**src/rtl/div_arbiter.sv**
```systemverilog
// div_arbiter
//
// Shares one iterative divider between two requesters (ports 0 and 1).
// Arbitration is round-robin. A tie goes to the port that was not granted
// last time. After reset, port 0 wins the first tie.
//
// Sequence: IDLE grants a request and latches its operands. ISSUE pulses
// div_start for one cycle. WAIT waits for div_done. RESP returns the result
// to the granted port with a one-cycle ack.
//
// A zero divisor is resolved locally and the divider is not used. The
// result is q = all ones, r = dividend, err = 1.
//
// Each port's q/r/err outputs change only on the cycle that port's ack
// rises. They hold their value until that port's next ack.
//
// Optional build macro: DIV_TIMEOUT_EN
//   When it is defined, WAIT gives up after TIMEOUT cycles without div_done
//   and returns q=0, r=0, err=1. If div_done arrives on the expiring cycle,
//   div_done wins. When it is undefined, WAIT holds indefinitely and no
//   counter is built.
//
// Ports:
//   clk                    system clock, rising edge
//   reset                  synchronous, active-low
//   req0/a0/b0             port 0 request, dividend, divisor
//   ack0/q0/r0/err0        port 0 ack pulse, quotient, remainder, error
//   req1/a1/b1             port 1 request, dividend, divisor
//   ack1/q1/r1/err1        port 1 ack pulse, quotient, remainder, error
//   div_start              one-cycle start pulse to the divider
//   div_a/div_b            registered dividend/divisor to the divider
//   div_done/div_q/div_r   divider completion and result
module div_arbiter #(
    parameter int W       = 4,
    parameter int TIMEOUT = 20
) (
    input  logic         clk,
    input  logic         reset,
    input  logic         req0,
    input  logic [W-1:0] a0,
    input  logic [W-1:0] b0,
    output logic         ack0,
    output logic [W-1:0] q0,
    output logic [W-1:0] r0,
    output logic         err0,
    input  logic         req1,
    input  logic [W-1:0] a1,
    input  logic [W-1:0] b1,
    output logic         ack1,
    output logic [W-1:0] q1,
    output logic [W-1:0] r1,
    output logic         err1,
    output logic         div_start,
    output logic [W-1:0] div_a,
    output logic [W-1:0] div_b,
    input  logic         div_done,
    input  logic [W-1:0] div_q,
    input  logic [W-1:0] div_r
);

    if (TIMEOUT < 1) begin : g_bad_timeout
        $error("div_arbiter: TIMEOUT must be at least 1");
    end

    typedef enum logic [1:0] {IDLE, ISSUE, WAIT, RESP} state_t;

    state_t         state, state_next;
    logic           last_grant;
    logic           gid;
    logic           take;
    logic           grant_id;
    logic [W-1:0]   a_sel;
    logic [W-1:0]   b_sel;
    logic [W-1:0]   res_q;
    logic [W-1:0]   res_r;
    logic           res_err;
    logic           expired;

`ifdef DIV_TIMEOUT_EN
    localparam int CW = $clog2(TIMEOUT + 1);
    logic [CW-1:0]  tmo_cnt;
    assign expired = (tmo_cnt == CW'(TIMEOUT - 1));
`else
    assign expired = 1'b0;
`endif

    // Arbitration and next-state logic.
    always_comb begin
        state_next = state;
        take       = 1'b0;
        // A tie goes to the port that was not granted last. Otherwise the
        // single active requester is chosen.
        if (req0 && req1) begin
            grant_id = ~last_grant;
        end else begin
            grant_id = req1;
        end
        a_sel = grant_id ? a1 : a0;
        b_sel = grant_id ? b1 : b0;
        case (state)
            IDLE: begin
                if (req0 || req1) begin
                    take       = 1'b1;
                    state_next = (b_sel == '0) ? RESP : ISSUE;
                end
            end
            ISSUE: state_next = WAIT;
            WAIT: begin
                if (div_done || expired) begin
                    state_next = RESP;
                end
            end
            RESP:    state_next = IDLE;
            default: state_next = IDLE;
        endcase
    end

    always_ff @(posedge clk) begin
        if (!reset) begin
            state <= IDLE;
        end else begin
            state <= state_next;
        end
    end

    // Datapath. The result is staged in res_* and copied to the granted
    // port in RESP. That way a port's outputs move only together with its ack.
    always_ff @(posedge clk) begin
        if (!reset) begin
            last_grant <= 1'b1;
            gid        <= 1'b0;
            div_start  <= 1'b0;
            div_a      <= '0;
            div_b      <= '0;
            res_q      <= '0;
            res_r      <= '0;
            res_err    <= 1'b0;
            ack0       <= 1'b0;
            q0         <= '0;
            r0         <= '0;
            err0       <= 1'b0;
            ack1       <= 1'b0;
            q1         <= '0;
            r1         <= '0;
            err1       <= 1'b0;
        end else begin
            div_start <= (state == ISSUE);
            ack0      <= 1'b0;
            ack1      <= 1'b0;
            case (state)
                IDLE: begin
                    if (take) begin
                        div_a      <= a_sel;
                        div_b      <= b_sel;
                        last_grant <= grant_id;
                        gid        <= grant_id;
                        if (b_sel == '0) begin
                            res_q   <= '1;
                            res_r   <= a_sel;
                            res_err <= 1'b1;
                        end
                    end
                end
                WAIT: begin
                    if (div_done) begin
                        res_q   <= div_q;
                        res_r   <= div_r;
                        res_err <= 1'b0;
                    end else if (expired) begin
                        res_q   <= '0;
                        res_r   <= '0;
                        res_err <= 1'b1;
                    end
                end
                RESP: begin
                    if (gid) begin
                        ack1 <= 1'b1;
                        q1   <= res_q;
                        r1   <= res_r;
                        err1 <= res_err;
                    end else begin
                        ack0 <= 1'b1;
                        q0   <= res_q;
                        r0   <= res_r;
                        err0 <= res_err;
                    end
                end
                default: ;
            endcase
        end
    end

`ifdef DIV_TIMEOUT_EN
    // The counter is zero whenever WAIT is entered and counts the WAIT
    // cycles that have elapsed.
    always_ff @(posedge clk) begin
        if (!reset) begin
            tmo_cnt <= '0;
        end else if (state == WAIT) begin
            tmo_cnt <= tmo_cnt + 1'b1;
        end else begin
            tmo_cnt <= '0;
        end
    end
`endif

endmodule
```
**config.mk**
```make
export PLATFORM = sky130hd
export DESIGN_NAME = div_arbiter
export DESIGN_NICKNAME = d
export VERILOG_FILES = /design/src/rtl/div_arbiter.sv
export SDC_FILE = /design/constraint.sdc
export NUM_CORES = 1
export LEC_CHECK = 0
export ABC_AREA = 1
export BUFFER_PORTS_ARGS = -buffer_cell sky130_fd_sc_hd__buf_2
export CAP_MARGIN = 20
export CORE_ASPECT_RATIO = 0.9
export CORE_UTILIZATION = 46
export CTS_BUF_LIST = sky130_fd_sc_hd__clkbuf_16
export DETAILED_ROUTE_END_ITERATION = 16
export GPL_TIMING_DRIVEN = 0
export HOLD_SLACK_MARGIN = 0.06
export PLACE_DENSITY_LB_ADDON = 0.1
export SYNTH_ARGS = -nofsm -noshare
export SYNTH_HDL_FRONTEND = slang
export SYNTH_SLANG_ARGS = --single-unit
export TNS_END_PERCENT = 10
```
**constraint.sdc**
```tcl
create_clock -name clk -period 1.8 [get_ports clk]
set_clock_uncertainty 0.05 [all_clocks]
set_input_delay 0 -clock clk [delete_from_list [all_inputs] [get_ports clk]]
set_output_delay 0 -clock clk [all_outputs]
set_load 0.005 [all_outputs]
```
# Word-level counts from Yosys, hierarchy flattened
# Index checks and enable logic that the tools add are counted.
classes:
  n_eq_ne: 7
  n_reduce_logical: 11
  bitwise: 2
  mux: 23
ops:
  columns: ["operator", "n"]
  rows:
  - ["two-way mux 4 bit", 8]
  - ["case mux 4 bit (2 select lines)", 2]
  - ["AND reduction 2 bit", 5]
  - ["two-way mux 1 bit", 8]
  - ["!= test 2 bit (second input constant)", 4]
  - ["case mux 2 bit (4 select lines)", 1]
  - ["two-way mux 2 bit", 3]
  - ["== test 2 bit (second input constant)", 2]
  - ["logical NOT 4 bit", 1]
  - ["AND reduction 4 bit", 1]
  - ["== test 2 x 1 -> 1 bit (second input constant)", 1]
  - ["logical NOT 2 bit", 1]
  - ["inverter 1 bit", 2]
  - ["case mux 1 bit (2 select lines)", 1]
  - ["nonzero test 2 bit", 1]
  - ["logical AND 1 bit", 1]
  - ["logical OR 1 bit", 1]
totals:
  regBits: 42
  input_bits: 29
  out_inout_bits: 29
  word_cells: 60

# Longest topological paths before layout
# Gate-level depths: netlist of the first run.
depth:
  depth_word: 7
  depth_mapped: 12
  mapped_depth_nobuf: 11

# Worst setup path after synthesis of the first run
# OpenSTA, ideal clock, no wires.
synth_timing:
  kind: "register to register"
  start: "register state[0]"
  end: "register res_q[0]"
  slack_ps: 225
  stages_incl_launch_ff: 9
  required_time_ps: 1636
  arrival_time_ps: 1411
  synth_period_minus_slack_ps: 1575
  n_path_buf: 0
  setup_ps: 114
  path_cell_list: "dfxtp_1 > inv_1 > ha_1 > inv_2 > o21ai_2 > a21oi_4 > nand3_1 > nor2_1 > nor2_2"
synth_between:
  elab_chain_cells: 4
  word_cells_on_any_way: 9
  classes_between: "4 x eq/ne; 2 x mux; 3 x reduce/logical"
synth_lines:
  columns: ["element", "line_no", "source"]
  rows:
  - ["from (decl)", "67", "state_t state, state_next;"]
  - ["from (signal assigned)", "122", "state <= state_next;"]
  - ["logical NOT 2 bit", "100, 150", null]
  - ["two-way mux 1 bit", "100", "case (state)"]
  - ["!= test 2 bit (no line)", null, null]
  - ["AND reduction 4 bit (no line)", null, null]
  - ["to (signal assigned)", "166", "res_q <= div_q;"]
  - ["to (decl)", "74", "logic [W-1:0] res_q;"]
# Several ways; a longest one is shown, not always the timed one.
# A chain may end at the register's enable or synchronous reset.

# Worst setup path after layout of the first run
layout_timing:
  start: "register last_grant"
  end: "register res_r[3]"
layout_between:
  elab_chain_cells: 6
  word_cells_on_any_way: 10
  classes_between: "1 x eq/ne; 6 x mux; 1 x bitwise; 2 x reduce/logical"
layout_lines:
  columns: ["element", "line_no", "source"]
  rows:
  - ["from (decl)", "68", "logic last_grant;"]
  - ["from (signal assigned)", "155", "last_grant <= grant_id;"]
  - ["inverter 1 bit *", "94", "grant_id = ~last_grant;"]
  - ["two-way mux 1 bit *", "93", "if (req0 && req1) begin"]
  - ["two-way mux 4 bit, on equally long branches", "99, 98", null]
  - ["logical NOT 4 bit or two-way mux 4 bit (tied branches)", "157", "if (b_sel == '0) begin"]
  - ["!= test 2 bit (no line) or two-way mux 4 bit (tied branches)", null, null]
  - ["AND reduction 4 bit (no line) or case mux 4 bit (2 select lines) (tied branches)", null, null]
  - ["to (signal assigned)", "159", "res_r <= a_sel;"]
  - ["to (signal assigned)", "167", "res_r <= div_r;"]
  - ["to (decl)", "75", "logic [W-1:0] res_r;"]
# Every way passes the cells marked *; elsewhere a longest branch is shown, timed or not. The select of a mux whose other input is x is not followed.

==> results of run 1 <==
[final cells by class]
type	instances	area, sq um
fillers	304	1159
flip-flops and latches	42	843.3
inverters	22	87.58
plain buffers	9	58.81
well taps	46	57.56
multi-input cells	154	852.1
clock inverters	3	40.04
clock buffers	5	125.1
repair buffers	79	508.0
[layer usage]
metal / track usage [%] / up-vias / part of all wire [%]
li1: - / 920 / -
met1: 30.73 / 796 / 49
met2: 38.61 / 51 / 46
met3: 5.556 / 4 / 3.8
met4: 5.357 / 0 / 0.80
met5: 0 / - / 0
[worst max-delay path, cell delays in order (launching register included)]
cell and delay (ns):
dfxtp_2 0.35, nand2_4 0.11, nand2_8 0.11, nand2_1 0.05
nand2_1 0.05, dlygate4sd3_1 0.54, inv_1 0.05, o21ai_0 0.16
nor2_1 0.07, nor2_1 0.10
[report_power, final]
part / leakage [nW] / total [mW] / internal (mW) / switching (mW)
registers: 0.344 / 1.28 / 1.17 / 0.112
logic: 0.835 / 1.44 / 0.585 / 0.859
clock network: 0.0836 / 0.994 / 0.648 / 0.345
[worst max-delay path by stage]
stage / start / cells after the start / slack (ns) / end
after floorplan: state[0]$_SDFFE_PN0P_ / 8 / 0.23 / res_q[0]$_SDFFE_PN0P_
after global placement: state[0]$_SDFFE_PN0P_ / 8 / -0.05 / res_q[0]$_SDFFE_PN0P_
after detailed placement: state[0]$_SDFFE_PN0P_ / 6 / -0.08 / r0[0]$_SDFFE_PN0P_
after CTS: state[0]$_SDFFE_PN0P_ / 8 / -0.004 / res_q[0]$_SDFFE_PN0P_
after global routing: last_grant$_SDFFE_PN1P_ / 9 / 0.006 / res_r[3]$_SDFFE_PN0P_
final: last_grant$_SDFFE_PN1P_ / 9 / 0.09 / res_r[3]$_SDFFE_PN0P_
[cell usage in the layout, fill, tap and decap left out, drive strengths merged]
master and n:
bufinv 1, nor2 33, dfxtp 42, buf 61, nand3 14, a31oi 11
o21ai 30, nand2 39, clkinv 2, a21oi 22, dlygate4sd3 22, inv 22
ha 5, clkbuf 10
[registers in the layout (all words and copies together) (netlist names)]
name	cells
div_a	4
div_b	4
q0	4
q1	4
r0	4
r1	4
res_q	4
res_r	4
state	2
ack0	1
ack1	1
div_start	1
err0	1
err1	1
gid	1
last_grant	1
res_err	1
[repair_timing]
item                                    CTS  global route
hold buffers                             22             0
hold endpoints to repair                 19             0
gates resized for setup                   3            14
setup buffers                             0             1
endpoints found under the setup margin   18            14
[cells by family (layout without fill, tap and decap cells)]
logic type	after synthesis	count (layout)	share of synthesized area (%)
simple gates	86	86	22.82
flops	42	42	46.76
buf+inv	31	118	7.585
fa+ha+maj	5	5	3.479
compound gates	63	63	19.35
[per-stage QoR]
step | setup WS [ns] | utilization, % | power (mW) | hold slack [ns]
CTS | -0.003927 | 67.91 | 3.650 | 0.06100
global placement | -0.04625 | 57.24 | 2.561 | 0.1864
floorplan | 0.2252 | - | 2.216 | 0.09303
finish | 0.09287 | 68.95 | 3.716 | 0.06361
global route | 0.005587 | 68.95 | 3.963 | 0.08185
detailed placement | -0.08111 | 57.24 | 2.586 | 0.1858
==> flow_summary.ini, run 1 <==
[worst_hold_path]
min_from = div_done
hold_path.class = in2reg
whs_endpoint = state[0]$_SDFFE_PN0P_
hold_path_depth = 4

[finish]
areaGrowthSynthToFinish_pct = 43.08
layout.cells.non_filler = 360
diodes = 0
final_layout_size_suffix_gt1_share_pct = 32.48
layout.nets = 347
fin_area_sq_mm = 0.002572

[drt]
post_drt_via_cell_ratio = 4.919
drc = 0
drt_first_pass_iters = 5
via_count = 1771
ant_nets = 0
drt_iter0_drc = 79
wire_per_inst_um = 12.56
drt-total-wl_um = 4521

[global_route]
grt.total_usage_pct = 23.26
grt_max_degree = 14
grt_remaining_overflow = 0
antenna_found_initial = 0
grt_pass1_vias = 1622
grt_pass1_wl_um = 7176

[power]
ir_drop_v = 0.0007946
leakage_nw = 1.263
power_density_mw_per_mm2 = 1445

[place]
dp_hpwl_um = 3028
place_congestion = 0.7804
io_buffers = 56
place_area_sq_mm = 0.002136
placed_cells = 329

[critical_path]
r2r_slack_ns = 0.09
arrival_ns = 1.87
r2r_start = last_grant$_SDFFE_PN1P_
reg2reg_to = res_r[3]$_SDFFE_PN0P_
startpoint_type = flip-flop
critPathMaxFanout = 10
end_kind = flip-flop
rr_worst_depth = 9
cp.required_ns = 1.96
critical_path_class = reg2reg

[die]
die-area_sq_mm = 0.004163
core_sq_mm = 0.003731
row_count = 21
start_util_pct = 48.19
dieWidth_um = 67.90
ioPinCount = 58
die_y_um = 61.31

[sta]
hold_viol = 0
setup_tns_ns = 0
relSlewSlack_pct = 72.46
setup_violations = 0
period_needed_ns = 1.707
worstMarginPinSlew_ns = 0.4131
max_freq_mhz = 585.8
finalMaxSlewViolations = 0
fin_crit_sh_pct = 94.84
rsz0062_at_grt = false

[synth]
synthFlopType = dfxtp_1
ys.warnings.count = 0
synth_seq_cells = 42
avgSynthCellArea_sq_um = 7.921
syn_inst = 227
yosysMostFrequentCell = dfxtp_1
synth_area_sq_mm = 0.001798
synth_cell_types = 21
yosysTopAreaCellShare_pct = 46.76
synth-seq-area-share_pct = 46.76
synth_edf_count = 0
async_flop_share_pct = 0
netlist_top_cells_area = dfxtp_1 (47%), o21ai_0 (8.1%), nor2_1 (5.8%)
synth_top_area_cell = dfxtp_1
yosys-top-cells-count = dfxtp_1 (42), o21ai_0 (29), nor2_1 (28)
synthesis.nets = 261

[clocking]
path_clk_slew_ns = 0.06
cts-buffers-inserted = 5
cts_sinks = 42
cts_buffer_depth = 2
clockRootBuffer = clkbuf_16
cts-htree-levels = 2
cts_tree = yes
clk_latency_ns = 0.28

[outcome]
status = finished, final reports clean

[flow_run]
cap_viol_max_count = 0
Note: power is estimated with default switching activity, not from simulation.
==> run 2: changes to the inputs <==
==> constraint.sdc (replaced) <==
create_clock -name clk -period 1.7 [get_ports clk]
set_clock_uncertainty 0.05 [all_clocks]
set_input_delay 0 -clock clk [delete_from_list [all_inputs] [get_ports clk]]
set_output_delay 0 -clock clk [all_outputs]
set_load 0.005 [all_outputs]
==> run 2 against run 1 <==
Compared with the run above: via count up 0.34%; first-iteration DRC count increased by 18%; routed wire length rose by 0.75%; critical endpoint unchanged; sequential power increased by 7%; total power grew 8.5%; count of clock-buffer cells in the layout unchanged; largest cell class unchanged; sequential share of layout area fell by 0.53 points; setup slack worse by 0.021 ns; core utilization grew 1.0 points; cell count grew 0.28%; die area did not move; design area increased by 1.5%.
==> flow_summary.ini, run 2 (synthesis results as in run 1) <==
[outcome]
status = finished, final reports clean

[die]
ioPinCount = 58
die_y_um = 61.31
core_sq_mm = 0.003731
die-area_sq_mm = 0.004163
row_count = 21
start_util_pct = 48.19
dieWidth_um = 67.90

[drt]
drc = 0
drt_iter0_drc = 93
wire_per_inst_um = 12.62
via_count = 1777
post_drt_via_cell_ratio = 4.922
drt_first_pass_iters = 4
ant_nets = 0
drt-total-wl_um = 4555

[place]
io_buffers = 56
preCtsSetupSlack_ns = -0.1811
place_congestion = 0.7804
dp_hpwl_um = 3028

[global_route]
antenna_found_initial = 0
grt.total_usage_pct = 23.46
grt_pass1_wl_um = 7245
grt_max_degree = 14
grt_pass1_vias = 1630
grt_remaining_overflow = 0

[sta]
fin_crit_sh_pct = 95.77
relSlewSlack_pct = 70.25
timing.final.ws_setup_ns = 0.07199
max_freq_mhz = 614.2
finalMaxSlewViolations = 0
period_needed_ns = 1.628
hold_viol = 0
worstMarginPinSlew_ns = 0.4458
setup_violations = 0

[flow_run]
cap_viol_max_count = 0

[clocking]
clockRootBuffer = clkbuf_16
path_clk_slew_ns = 0.06
cts_buffer_depth = 2
cts_sinks = 42
clk_latency_ns = 0.28
cts_tree = yes
cts-buffers-inserted = 5
cts-htree-levels = 2

[finish]
diodes = 0
final_common_cell = buf_2
multiInputGateArea_sq_um = 882.1
layout.nets = 348
nFillCells = 305
regArea_sq_um = 842.1
layout_common_cells = buf_2 (56), dfxtp_1 (41), o21ai_0 (29)
final_layout_size_suffix_gt1_share_pct = 32.38
areaGrowthSynthToFinish_pct = 45.23

[critical_path]
path_common_cell = nor2_1
critical_path_class = reg2reg
critPathMaxFanout = 10
startpoint_type = flip-flop
path_cells = inv_2 -> ha_4 -> inv_6 -> o21ai_4 -> a21oi_4 -> nand2_4 -> buf_6 -> nor2_1 -> nor2_1
slowest_stage = dfxtp_1
critPathMaxStageDelay_ns = 0.41
cp.required_ns = 1.82
arrival_ns = 1.75
end_kind = flip-flop

[power]
power_density_mw_per_mm2 = 1544
p_total_mw = 4.033
leakage_nw = 1.272
ir_drop_v = 0.0009089

[worst_hold_path]
hold_path.class = in2reg
-- run 2: cell types whose count changed in the layout (fill, tap and decap cells not counted), sizes merged --
cell	before	now
buf	61	62
-- run 2: critical path, delay by kind of cell (launching register included) --
family | cells | cell delay (ns)
AO/OA/AOI/OAI | 2 | 0.27
adder cells (fa/ha/maj) | 1 | 0.20
buffers and inverters | 3 | 0.37
flip-flops | 1 | 0.41
AND/OR/NAND/NOR | 3 | 0.22
-- run 2: cell type report --
type / count / area share [%]
multi-input combinational: 154 / 33.78
inverter: 22 / 3.354
buffer: 8 / 2.060
clock buffer: 5 / 4.792
clock inverter: 3 / 1.533
sequential: 42 / 32.25
tap: 46 / 2.204
timing repair buffer: 81 / 20.03
-- run 2: per-layer routing --
metal  up-vias  track usage, %  wire length, um
met5         -               0                0
met4         0           5.357               36
met3         4           5.556              279
met2        61           38.90             2139
met1       788           31.07             2100
li1        924               -                -
-- run 2: per-stage QoR --
step           hold WS [ns]  util (%)  std cells  TNS (ns)  instance area, sq um
2_1_floorplan       0.09303         -        227         0                  1798
3_3_place_gp         0.1864     57.24        329    -1.902                  2136
3_5_place_dp         0.1858     57.24        329    -2.367                  2136
4_1_cts             0.06100     68.41        360         0                  2552
5_1_grt             0.07844     69.99        361  -0.05544                  2611
6_report            0.05791     69.99        361         0                  2611
-- run 2: worst paths after layout --
kind	from	end	slack, ns	depth (start not counted)
max	state[0]$_SDFFE_PN0P_	res_r[3]$_SDFFE_PN0P_	0.07	9
min reg2reg	q1[3]$_SDFFE_PN0P_	q1[3]$_SDFFE_PN0P_	0.43	2
min	div_done	state[0]$_SDFFE_PN0P_	0.06	4
max reg2reg	state[0]$_SDFFE_PN0P_	res_r[3]$_SDFFE_PN0P_	0.07	9
-- run 2: timing repair --
action | in CTS | in global routing
gates cloned | 0 | 0
hold endpoints to repair | 19 | 0
hold buffers | 22 | 0
resized for setup | 7 | 9
setup buffers | 1 | 2
endpoints found under the setup margin | 25 | 22
pin swaps | 0 | 0
-- run 2: power by group --
group | switching (mW) | total, mW | internal (mW)
registers | 0.133 | 1.37 | 1.23
logic | 0.931 | 1.62 | 0.687
clock network | 0.363 | 1.05 | 0.686
total | 1.43 | 4.03 | 2.61
